### config.mk
export PLATFORM = sky130hd
export DESIGN_NAME = otter_fetch_stage
export DESIGN_NICKNAME = d
export VERILOG_FILES = /design/src/rtl/otter_fetch_pkg.sv /design/src/rtl/fetch_hold_buf.sv /design/src/rtl/otter_fetch_stage.sv
export SDC_FILE = /design/constraint.sdc
export NUM_CORES = 1
export LEC_CHECK = 0
export CORE_ASPECT_RATIO = 2
export CORE_MARGIN = 2
export CORE_UTILIZATION = 50
export DETAILED_ROUTE_END_ITERATION = 8
export HOLD_SLACK_MARGIN = 0.06
export PLACE_DENSITY = 0.84
export SYNTH_ARGS = -nofsm -noshare
export SYNTH_HDL_FRONTEND = slang
export SYNTH_HIERARCHICAL = 1
export SYNTH_SLANG_ARGS = --single-unit
export TNS_END_PERCENT = 5
### constraint.sdc
create_clock -name CLK -period 2.7 [get_ports CLK]
set_input_delay 0.27 -clock CLK [delete_from_list [all_inputs] [get_ports CLK]]
set_output_delay 0.27 -clock CLK [all_outputs]
set_load 0.1 [all_outputs]
### src/rtl/otter_fetch_pkg.sv
// Shared types and constants for the OTTER instruction-fetch stage.
package otter_fetch_pkg;

  typedef enum logic [1:0] {
    IDLE = 2'd0,
    RUN  = 2'd1,
    HOLD = 2'd2,
    TRAP = 2'd3
  } fetch_state_t;

  localparam int unsigned INSTR_BYTES = 4;

  // Bubble word a downstream consumer may substitute when IF_VALID is low.
  localparam logic [31:0] FETCH_NOP = 32'h0000_0013;

  // True when a fetch PC is misaligned or beyond the 2**(mem_width+2)-byte memory.
  function automatic logic fetch_pc_bad(input logic [31:0] pc, input int unsigned mem_width);
    return (pc[1:0] != 2'b00) || ((pc >> (mem_width + 2)) != 32'h0);
  endfunction

endpackage

### src/rtl/fetch_hold_buf.sv
// Capture-enabled (pc, instr) register pair with an output mux that selects
// between the held pair and the live pair.
module fetch_hold_buf (
  input  logic        clk,
  input  logic        rst_n,
  input  logic        capture,
  input  logic        sel_hold,
  input  logic [31:0] cap_pc,
  input  logic [31:0] cap_instr,
  input  logic [31:0] live_pc,
  input  logic [31:0] live_instr,
  output logic [31:0] out_pc,
  output logic [31:0] out_instr
);

  logic [31:0] hold_pc_q, hold_pc_d;
  logic [31:0] hold_instr_q, hold_instr_d;

  always_comb begin
    hold_pc_d    = hold_pc_q;
    hold_instr_d = hold_instr_q;
    if (capture) begin
      hold_pc_d    = cap_pc;
      hold_instr_d = cap_instr;
    end
  end

  always_ff @(posedge clk or negedge rst_n) begin
    if (!rst_n) begin
      hold_pc_q    <= 32'h0;
      hold_instr_q <= 32'h0;
    end else begin
      hold_pc_q    <= hold_pc_d;
      hold_instr_q <= hold_instr_d;
    end
  end

  assign out_pc    = sel_hold ? hold_pc_q    : live_pc;
  assign out_instr = sel_hold ? hold_instr_q : live_instr;

endmodule

### src/rtl/otter_fetch_stage.sv
// OTTER instruction-fetch stage: owns the PC, drives memory port 1 and presents
// valid/PC/instruction to IF/ID. Optional macro OTTER_FETCH_TRAP_EN adds a TRAP state.
module otter_fetch_stage
  import otter_fetch_pkg::*;
#(
  parameter logic [31:0] RESET_PC  = 32'h0000_0000,
  parameter int unsigned MEM_WIDTH = 14
) (
  input  logic        CLK,
  input  logic        RST_N,
  input  logic        STALL,
  input  logic        REDIRECT,
  input  logic [31:0] REDIRECT_PC,
  output logic [31:0] MEM_ADDR1,
  output logic        MEM_READ1,
  input  logic [31:0] MEM_DOUT1,
  output logic        IF_VALID,
  output logic [31:0] IF_PC,
  output logic [31:0] IF_INSTR,
  output logic        IF_ERR
);

  fetch_state_t state_q, state_d;
  logic [31:0]  pc_q, pc_d;
  logic [31:0]  rsp_pc_q, rsp_pc_d;
  logic         read_req;
  logic         capture;
  logic         trap_now;
  logic [31:0]  live_pc;
  logic [31:0]  live_instr;
  logic [31:0]  pc_next_seq;

  assign pc_next_seq = pc_q + 32'(INSTR_BYTES);

  assign IF_VALID   = (state_q == RUN) || (state_q == HOLD);
  assign live_pc    = (state_q == RUN) ? rsp_pc_q  : 32'h0;
  assign live_instr = (state_q == RUN) ? MEM_DOUT1 : 32'h0;

  fetch_hold_buf u_hold_buf (
    .clk        (CLK),
    .rst_n      (RST_N),
    .capture    (capture),
    .sel_hold   (state_q == HOLD),
    .cap_pc     (rsp_pc_q),
    .cap_instr  (MEM_DOUT1),
    .live_pc    (live_pc),
    .live_instr (live_instr),
    .out_pc     (IF_PC),
    .out_instr  (IF_INSTR)
  );

  assign IF_ERR = IF_VALID && fetch_pc_bad(IF_PC, MEM_WIDTH);

`ifdef OTTER_FETCH_TRAP_EN
  assign trap_now = IF_ERR;
`else
  assign trap_now = 1'b0;
`endif

  always_comb begin
    state_d  = state_q;
    pc_d     = pc_q;
    rsp_pc_d = rsp_pc_q;
    read_req = 1'b0;
    capture  = 1'b0;
    if (REDIRECT) begin
      pc_d    = REDIRECT_PC;
      state_d = IDLE;
    end else begin
      case (state_q)
        IDLE: begin
          read_req = 1'b1;
          pc_d     = pc_next_seq;
          rsp_pc_d = pc_q;
          state_d  = RUN;
        end
        RUN, HOLD: begin
          if (STALL) begin
            // Entering HOLD snapshots the live response; staying in HOLD keeps it.
            capture = (state_q == RUN);
            state_d = HOLD;
          end else if (trap_now) begin
            state_d = TRAP;
          end else begin
            read_req = 1'b1;
            pc_d     = pc_next_seq;
            rsp_pc_d = pc_q;
            state_d  = RUN;
          end
        end
        default: begin
          state_d = state_q;
        end
      endcase
    end
  end

  always_ff @(posedge CLK or negedge RST_N) begin
    if (!RST_N) begin
      state_q  <= IDLE;
      pc_q     <= RESET_PC;
      rsp_pc_q <= 32'h0;
    end else begin
      state_q  <= state_d;
      pc_q     <= pc_d;
      rsp_pc_q <= rsp_pc_d;
    end
  end

  assign MEM_ADDR1 = pc_q;
  assign MEM_READ1 = read_req && RST_N;

endmodule

==> load_flow_metrics.sql, run 1 <==
INSERT INTO impl_metrics (metric_group, metric, value, unit) VALUES
('cts', 'tritoncts_num_sinks', '130', ''),
('synth', 'synth-compound-area-share', '5.78', '%'),
('synth', 'synth_top_family_by_area', 'multiplexers', ''),
('critical_path', 'critPathSlowestCell', 'sky130_fd_sc_hd__or4_4', ''),
('worst_hold_path', 'hold_sp', 'REDIRECT', ''),
('critical_path', 'timing.critical_path.cells', 'buf_6 -> ha_4 -> buf_12 -> mux2_4 -> or4_4 -> o41a_4 -> buf_12', ''),
('synth', 'share_of_synthesized_area_spent_on_multiplexers', '30.3', '%'),
('power', 'power.density', '1080', 'nW/um^2'),
('cts', 'tritoncts.num_buffers', '17', ''),
('power', 'ir_worst_vdd', '0.529', 'mV'),
('synth', 'ys_top_cells_by_area', 'sky130_fd_sc_hd__dfrtp_1, sky130_fd_sc_hd__mux2_4, sky130_fd_sc_hd__mux2_2', ''),
('final_layout', 'layout.nets', '856', ''),
('drt', 'drtPass1Iterations', '4', ''),
('synth', 'synth_most_common_cell', 'sky130_fd_sc_hd__dfrtp_1', ''),
('grt', 'grt_pass1_vias', '5980', ''),
('critical_path', 'regToRegSetupSlack', '0.08', 'ns'),
('placement', 'dpl-instance-area', '9900', 'um^2'),
('placement', 'gp_congestion', '0.880', ''),
('grt', 'pin_count_of_the_biggest_net_entering_global_routing', '131', ''),
('critical_path', 'critPathCaptureType', 'primary output', ''),
('sta', 'setup_viol_count_final', '1', ''),
('cts', 'cts_tree', 'built', ''),
('drt', 'detailroute.via_count', '5690', ''),
('job', 'max_cap_viol_count', '0', ''),
('synth', 'post_synth_most_frequent_cells', 'sky130_fd_sc_hd__dfrtp_1, sky130_fd_sc_hd__mux2_4, sky130_fd_sc_hd__and2_1', ''),
('grt', 'total_congestion_overflow', '0', ''),
('critical_path', 'worstReg2RegStart', 'state_q[0]', ''),
('sta', 'finalMaxSlewViolations', '0', ''),
('final_layout', 'utilization', '72.6', '%'),
('critical_path', 'worst-path-max-fanout', '6', ''),
('synth', 'number_of_enable_type_register_cells_in_the_synthesized_netlist', '0', ''),
('synth', 'seq_area_frac_synth', '43.2', '%'),
('die', 'core_area', '14800', 'um^2'),
('final_layout', 'antenna-diode-count', '0', ''),
('grt', 'globalRouteTotalUtil', '26.3', '%'),
('synth', 'postSynthNetCount', '672', ''),
('critical_path', 'arrival', '2.79', 'ns'),
('outcome', 'run_status', 'finished with violations', ''),
('cts', 'cts.root.buffer_cell', 'sky130_fd_sc_hd__clkbuf_16', ''),
('die', 'fp.dieW', '90.8', 'um'),
('grt', 'initial_antenna_violation_count', '0', ''),
('synth', 'netlist-cell-type-count', '47', ''),
('critical_path', 'kind_of_launch_point_of_the_worst_setup_path', 'flop', ''),
('cts', 'cts.reportedPaths.clkPinSlew', '0.06', 'ns'),
('cts', 'clock_tree.htree_level_count', '4', ''),
('placement', 'place_hpwl', '14400', 'um'),
('die', 'fp.dieArea', '16100', 'um^2'),
('critical_path', 'cpPeakStageDelay', '0.55', 'ns'),
('synth', 'syn-mean-instance-area', '12.6', 'um^2'),
('critical_path', 'cpMostUsedCell', 'sky130_fd_sc_hd__buf_12', ''),
('worst_hold_path', 'hold_path.class', 'in2reg', ''),
('drt', 'post-route-drc-count', '0', ''),
('die', 'io_pins', '167', ''),
('drt', 'detailedRoute.firstIterationViolations', '329', ''),
('grt', 'wire_length_of_the_first_global_routing_pass', '32800', 'um'),
('sta', 'final.setup.worst_slack', '-0.361', 'ns'),
('drt', 'drt.antenna.violating_nets', '0', ''),
('die', 'row_count', '63', ''),
('synth', 'synth_adder_area_share', '0.830', '%'),
('sta', 'setup_repair_after_global_routing_missed_its_margin', 'true', ''),
('sta', 'skew', '0.0107', 'ns'),
('outcome', 'failing_checks', 'negative setup slack', ''),
('die', 'floorplan.initialDensity', '50.9', '%'),
('sta', 'fmax', '327', 'MHz'),
('synth', 'yosys.area.top_type_share', '43.2', '%'),
('critical_path', 'timing.critical_path.required', '2.43', 'ns'),
('critical_path', 'worstRegToRegCells', '9', ''),
('synth', 'post-synth-top-area-cell', 'sky130_fd_sc_hd__dfrtp_1', ''),
('synth', 'ys_dominant_reg_cell', 'sky130_fd_sc_hd__dfrtp_1', ''),
('power', 'total_leakage_power', '4.63', 'nW'),
('critical_path', 'criticalPathCategory', 'reg2out', '');
## flip-flops by register name, summed over array words and instances, names as in the netlist
| signal | count |
|---|---|
| state_q | 2 |
| u_hold_buf/hold_pc_q | 32 |
| MEM_ADDR1 | 32 |
| u_hold_buf/hold_instr_q | 32 |
| rsp_pc_q | 32 |
## per-layer routing
| layer | wire [um] | part of all wire, % | vias up | global-route usage, % |
|---|---|---|---|---|
| met5 | 0 | 0 | - | 0 |
| met4 | 878 | 4.0 | 0 | 12.4 |
| met3 | 903 | 4.1 | 54 | 4.63 |
| li1 | - | - | 2520 | - |
| met2 | 12300 | 56 | 242 | 49.9 |
| met1 | 7700 | 35 | 2874 | 27.8 |
## through the flow
stage	power (W)	setup TNS [ns]	setup WS [ns]	hold WS (ns)
after global routing	0.0120	-0.406	-0.406	0.400
after detailed placement	0.00908	-0.0255	-0.0255	0.458
after floorplan	0.00724	-0.118	-0.0648	-0.0256
final	0.0116	-0.361	-0.361	0.365
after CTS	0.0115	-0.284	-0.284	0.361
after global placement	0.00885	-0.00748	-0.00748	0.446
## what timing repair did
item / CTS / global route
endpoints found under the setup margin: 42 / 50
hold endpoints to repair: 130 / 0
resized for setup: 8 / 9
hold buffers: 1 / 0
gates cloned: 0 / 1
buffers inserted: 8 / 10
pin swaps: 3 / 3
## critical path, delay by kind of cell, from the launching register on
family / cells / cell delay (ns)
simple gates: 1 / 0.55
buf+inv: 3 / 0.44
fa+ha+maj: 1 / 0.18
flops: 1 / 0.41
compound gates: 1 / 0.46
mux: 1 / 0.32
## cells in the final DEF, fill, tap and decap left out, types with 14 or more instances in the layout
cell type and instances:
sky130_fd_sc_hd__dfrtp_1 128, sky130_fd_sc_hd__nor2_1 19, sky130_fd_sc_hd__nand3_1 14, sky130_fd_sc_hd__mux2_4 121, sky130_fd_sc_hd__clkbuf_16 18, sky130_fd_sc_hd__buf_4 62
sky130_fd_sc_hd__clkdlybuf4s50_1 65, sky130_fd_sc_hd__mux2_2 41, sky130_fd_sc_hd__nand2_1 32, sky130_fd_sc_hd__buf_12 72, sky130_fd_sc_hd__and2_1 65, sky130_fd_sc_hd__o21ai_0 14
## cells by family (layout without fill, tap and decap cells)
group,Yosys count,in the layout
xor gates and xnor gates,9,9
and+or+nand+nor,181,181
AOI/OAI and AO/OA,61,61
DFF,130,130
adders and majority gates,5,5
muxes,163,163
buffers and inverters,50,247
## worst paths after layout
kind	endpoint
max in group asynchronous	MEM_ADDR1[13]
hold / removal	MEM_ADDR1[13]
setup / recovery	IF_ERR
min in group asynchronous	rsp_pc_q[16]
setup reg to reg	MEM_ADDR1[31]
hold reg to reg	u_hold_buf/hold_instr_q[2]
## where the power goes
| group | leakage [nW] | internal, W | switching, W |
|---|---|---|---|
| combinational | 2.79 | 0.00260 | 0.00351 |
| sequential | 1.56 | 0.00263 | 0.000594 |
| clock | 0.275 | 0.00138 | 0.000919 |
| total | 4.63 | 0.00661 | 0.00503 |
## final cells by class
type,instances,area [um^2],share of cell area (%)
Tap cell,195,244,2.27
Timing Repair Buffer,205,2630,24.5
Clock buffer,19,443,4.12
Clock inverter,13,136,1.27
Multi-Input combinational cell,419,4010,37.3
Sequential cell,130,3260,30.3
Inverter,10,37.5,0.349
(Power assumes the default switching activity.)
==> run 2: changes to the inputs <==
--- a/config.mk
+++ b/config.mk
@@ -11,6 +11,8 @@
 export DETAILED_ROUTE_END_ITERATION = 8
 export HOLD_SLACK_MARGIN = 0.06
 export PLACE_DENSITY = 0.84
+export RECOVER_POWER = 100
+export REMOVE_ABC_BUFFERS = 1
 export SYNTH_ARGS = -nofsm -noshare
 export SYNTH_HDL_FRONTEND = slang
 export SYNTH_HIERARCHICAL = 1
==> run 2 against run 1 <==
  * The run ends with max-capacitance violations, max-slew violations, negative setup slack left
  * Sequential cell count is the same
  * Cell count grew 0.20%
  * Combinational power shrank 3%
  * Non-clock buffer count grew 2
  * Critical endpoint unchanged
  * Largest power group unchanged
==> load_flow_metrics.sql, run 2 (same netlist as run 1, synthesis figures left out) <==
INSERT INTO impl_metrics (metric_group, metric, value, unit) VALUES
('placement', 'place_hpwl', '15100', 'um'),
('cts', 'cts.reportedPaths.clkPinSlew', '0.05', 'ns'),
('critical_path', 'worst-path-max-fanout', '7', ''),
('sta', 'final.setup.worst_slack', '-0.354', 'ns'),
('final_layout', 'area_of_the_multi_input_gates', '3950', 'um^2'),
('drt', 'wl_per_cell', '21.8', 'um'),
('drt', 'detailroute.via_count', '5786', ''),
('drt', 'routed_wirelength', '21600', 'um'),
('outcome', 'failing_checks', 'max-capacitance violations, max-slew violations, negative setup slack', ''),
('drt', 'post-route-drc-count', '0', ''),
('die', 'fp.dieW', '90.8', 'um'),
('final_layout', 'register_area', '3250', 'um^2'),
('critical_path', 'worstRegToRegCells', '7', ''),
('job', 'max_cap_viol_count', '3', ''),
('cts', 'later_pin_clock_latency_in_the_skew_report', '0.42', 'ns'),
('placement', 'placement.io_buffers', '166', ''),
('grt', 'wire_length_of_the_first_global_routing_pass', '33500', 'um'),
('critical_path', 'arrival', '2.78', 'ns'),
('power', 'design_power_total', '0.0114', 'W'),
('cts', 'tritoncts_num_sinks', '130', ''),
('final_layout', 'mostFrequentLayoutCell', 'sky130_fd_sc_hd__dfrtp_1', ''),
('drt', 'vias_per_cell', '5.83', ''),
('die', 'io_pins', '167', ''),
('sta', 'fmax', '327', 'MHz'),
('cts', 'cts.root.buffer_cell', 'sky130_fd_sc_hd__clkbuf_16', ''),
('placement', 'detailedPlace.worstSlack', '-0.0456', 'ns'),
('drt', 'detailedRoute.firstIterationViolations', '404', ''),
('critical_path', 'critPathCaptureType', 'primary output', ''),
('die', 'core_area', '14800', 'um^2'),
('sta', 'headroom_to_the_max_slew_limit', '-11.7', '%'),
('sta', 'timing_hold_violations_final', '0', ''),
('final_layout', 'antenna-diode-count', '0', ''),
('die', 'fp.dieH', '178', 'um'),
('die', 'row_count', '63', ''),
('critical_path', 'timing.critical_path.required', '2.43', 'ns'),
('sta', 'setup_repair_after_global_routing_missed_its_margin', 'true', ''),
('final_layout', 'layout.cells.most_common_list', 'sky130_fd_sc_hd__dfrtp_1, sky130_fd_sc_hd__mux2_4, sky130_fd_sc_hd__buf_12', ''),
('sta', 'tightestPinTransition', '1.67', 'ns'),
('final_layout', 'final_layout_size_suffix_gt1_share', '39.0', '%'),
('cts', 'clock_tree.htree_level_count', '4', ''),
('sta', 'setup_viol_count_final', '2', ''),
('outcome', 'run_status', 'finished with violations', ''),
('final_layout', 'utilization', '70.9', '%'),
('grt', 'total_congestion_overflow', '0', ''),
('final_layout', 'layout.nets', '858', ''),
('grt', 'grt_pass1_vias', '6228', ''),
('grt', 'globalRouteTotalUtil', '26.7', '%'),
('grt', 'initial_antenna_violation_count', '0', ''),
('drt', 'drt.antenna.violating_nets', '0', ''),
('sta', 'post-route-period-util', '113', '%'),
('die', 'fp.dieArea', '16100', 'um^2'),
('drt', 'drtPass1Iterations', '5', ''),
('cts', 'cts_tree', 'built', ''),
('critical_path', 'kind_of_launch_point_of_the_worst_setup_path', 'flop', ''),
('critical_path', 'criticalPathCategory', 'reg2out', ''),
('power', 'ir_worst_vdd', '0.684', 'mV'),
('cts', 'tritoncts.num_buffers', '17', ''),
('sta', 'skew', '0.00755', 'ns'),
('worst_hold_path', 'hold_path.class', 'in2async', ''),
('die', 'floorplan.initialDensity', '50.9', '%'),
('cts', 'clock_path_buffers', '2', ''),
('power', 'total_leakage_power', '4.48', 'nW'),
('final_layout', 'fill_count', '1039', ''),
('critical_path', 'regToRegSetupSlack', '-0.02', 'ns'),
('critical_path', 'worstReg2RegEnd', 'MEM_ADDR1[31]', ''),
('final_layout', 'areaGrowthSynthToFinish', '39.4', '%'),
('sta', 'min_period', '3.05', 'ns'),
('placement', 'gp_congestion', '0.920', ''),
('power', 'power.density', '1080', 'nW/um^2'),
('grt', 'pin_count_of_the_biggest_net_entering_global_routing', '65', ''),
('sta', 'finalMaxSlewViolations', '161', ''),
('critical_path', 'worstReg2RegStart', 'state_q[0]', '');
==> run 2: what timing repair did <==
action,in CTS,in global routing
endpoints found under the setup margin,1,4
hold buffers,1,0
pin swaps,2,2
endpoints found under the hold margin,6,0
gates resized for setup,6,6
buffers inserted,8,2
==> run 2: worst max-delay path by stage <==
stage / to / depth (start not counted) / from / slack, ns
6_report: IF_ERR / 7 / state_q[0] / -0.35
5_1_grt: IF_ERR / 7 / state_q[0] / -0.39
4_1_cts: IF_ERR / 8 / state_q[0] / -0.34
3_5_place_dp: IF_ERR / 8 / state_q[0] / -0.05
3_3_place_gp: IF_ERR / 8 / state_q[0] / 0.007
2_1_floorplan: u_hold_buf/hold_instr_q[31] / 5 / state_q[1] / -7.19
==> run 2: cell type report <==
cell class	count	share of cell area (%)
Clock buffer	24	4.78
Clock inverter	8	0.727
Inverter	10	0.357
Multi-Input combinational cell	419	37.6
Sequential cell	130	31.0
Tap cell	195	2.32
Timing Repair Buffer	207	23.2
==> run 2: worst max-delay path: stages (launching register included) <==
cell and delay, ns:
sky130_fd_sc_hd__dfrtp_1 0.43, sky130_fd_sc_hd__inv_2 0.12, sky130_fd_sc_hd__ha_4 0.22, sky130_fd_sc_hd__buf_6 0.12, sky130_fd_sc_hd__mux2_4 0.30, sky130_fd_sc_hd__or4_4 0.52, sky130_fd_sc_hd__o41a_1 0.45, sky130_fd_sc_hd__buf_12 0.19
==> run 2: power by group <==
part | switching [W] | total (W) | internal (W)
Clock | 0.000861 | 0.00225 | 0.00138
Sequential | 0.000548 | 0.00318 | 0.00263
Combinational | 0.00346 | 0.00594 | 0.00248
Total | 0.00487 | 0.0114 | 0.00649
==> run 2: routing by layer <==
metal	vias up	share of wire [%]	track usage (%)
li1	2528	-	-
met1	2922	35	28.3
met2	252	54	47.9
met5	-	0	0
met4	0	6.0	16.5
met3	84	5.0	5.65
==> run 2: per-stage QoR <==
stage | area [um^2] | hold slack [ns] | setup TNS [ns] | std cells
global route | 10500 | 0.389 | -1.53 | 993
finish | 10500 | 0.362 | -0.373 | 993
global placement | 9940 | 0.0727 | 0 | 950
floorplan | 7170 | -0.0256 | -584.69 | 559
CTS | 10600 | 0.202 | -0.344 | 991
detailed placement | 9940 | 0.0766 | -0.0456 | 950
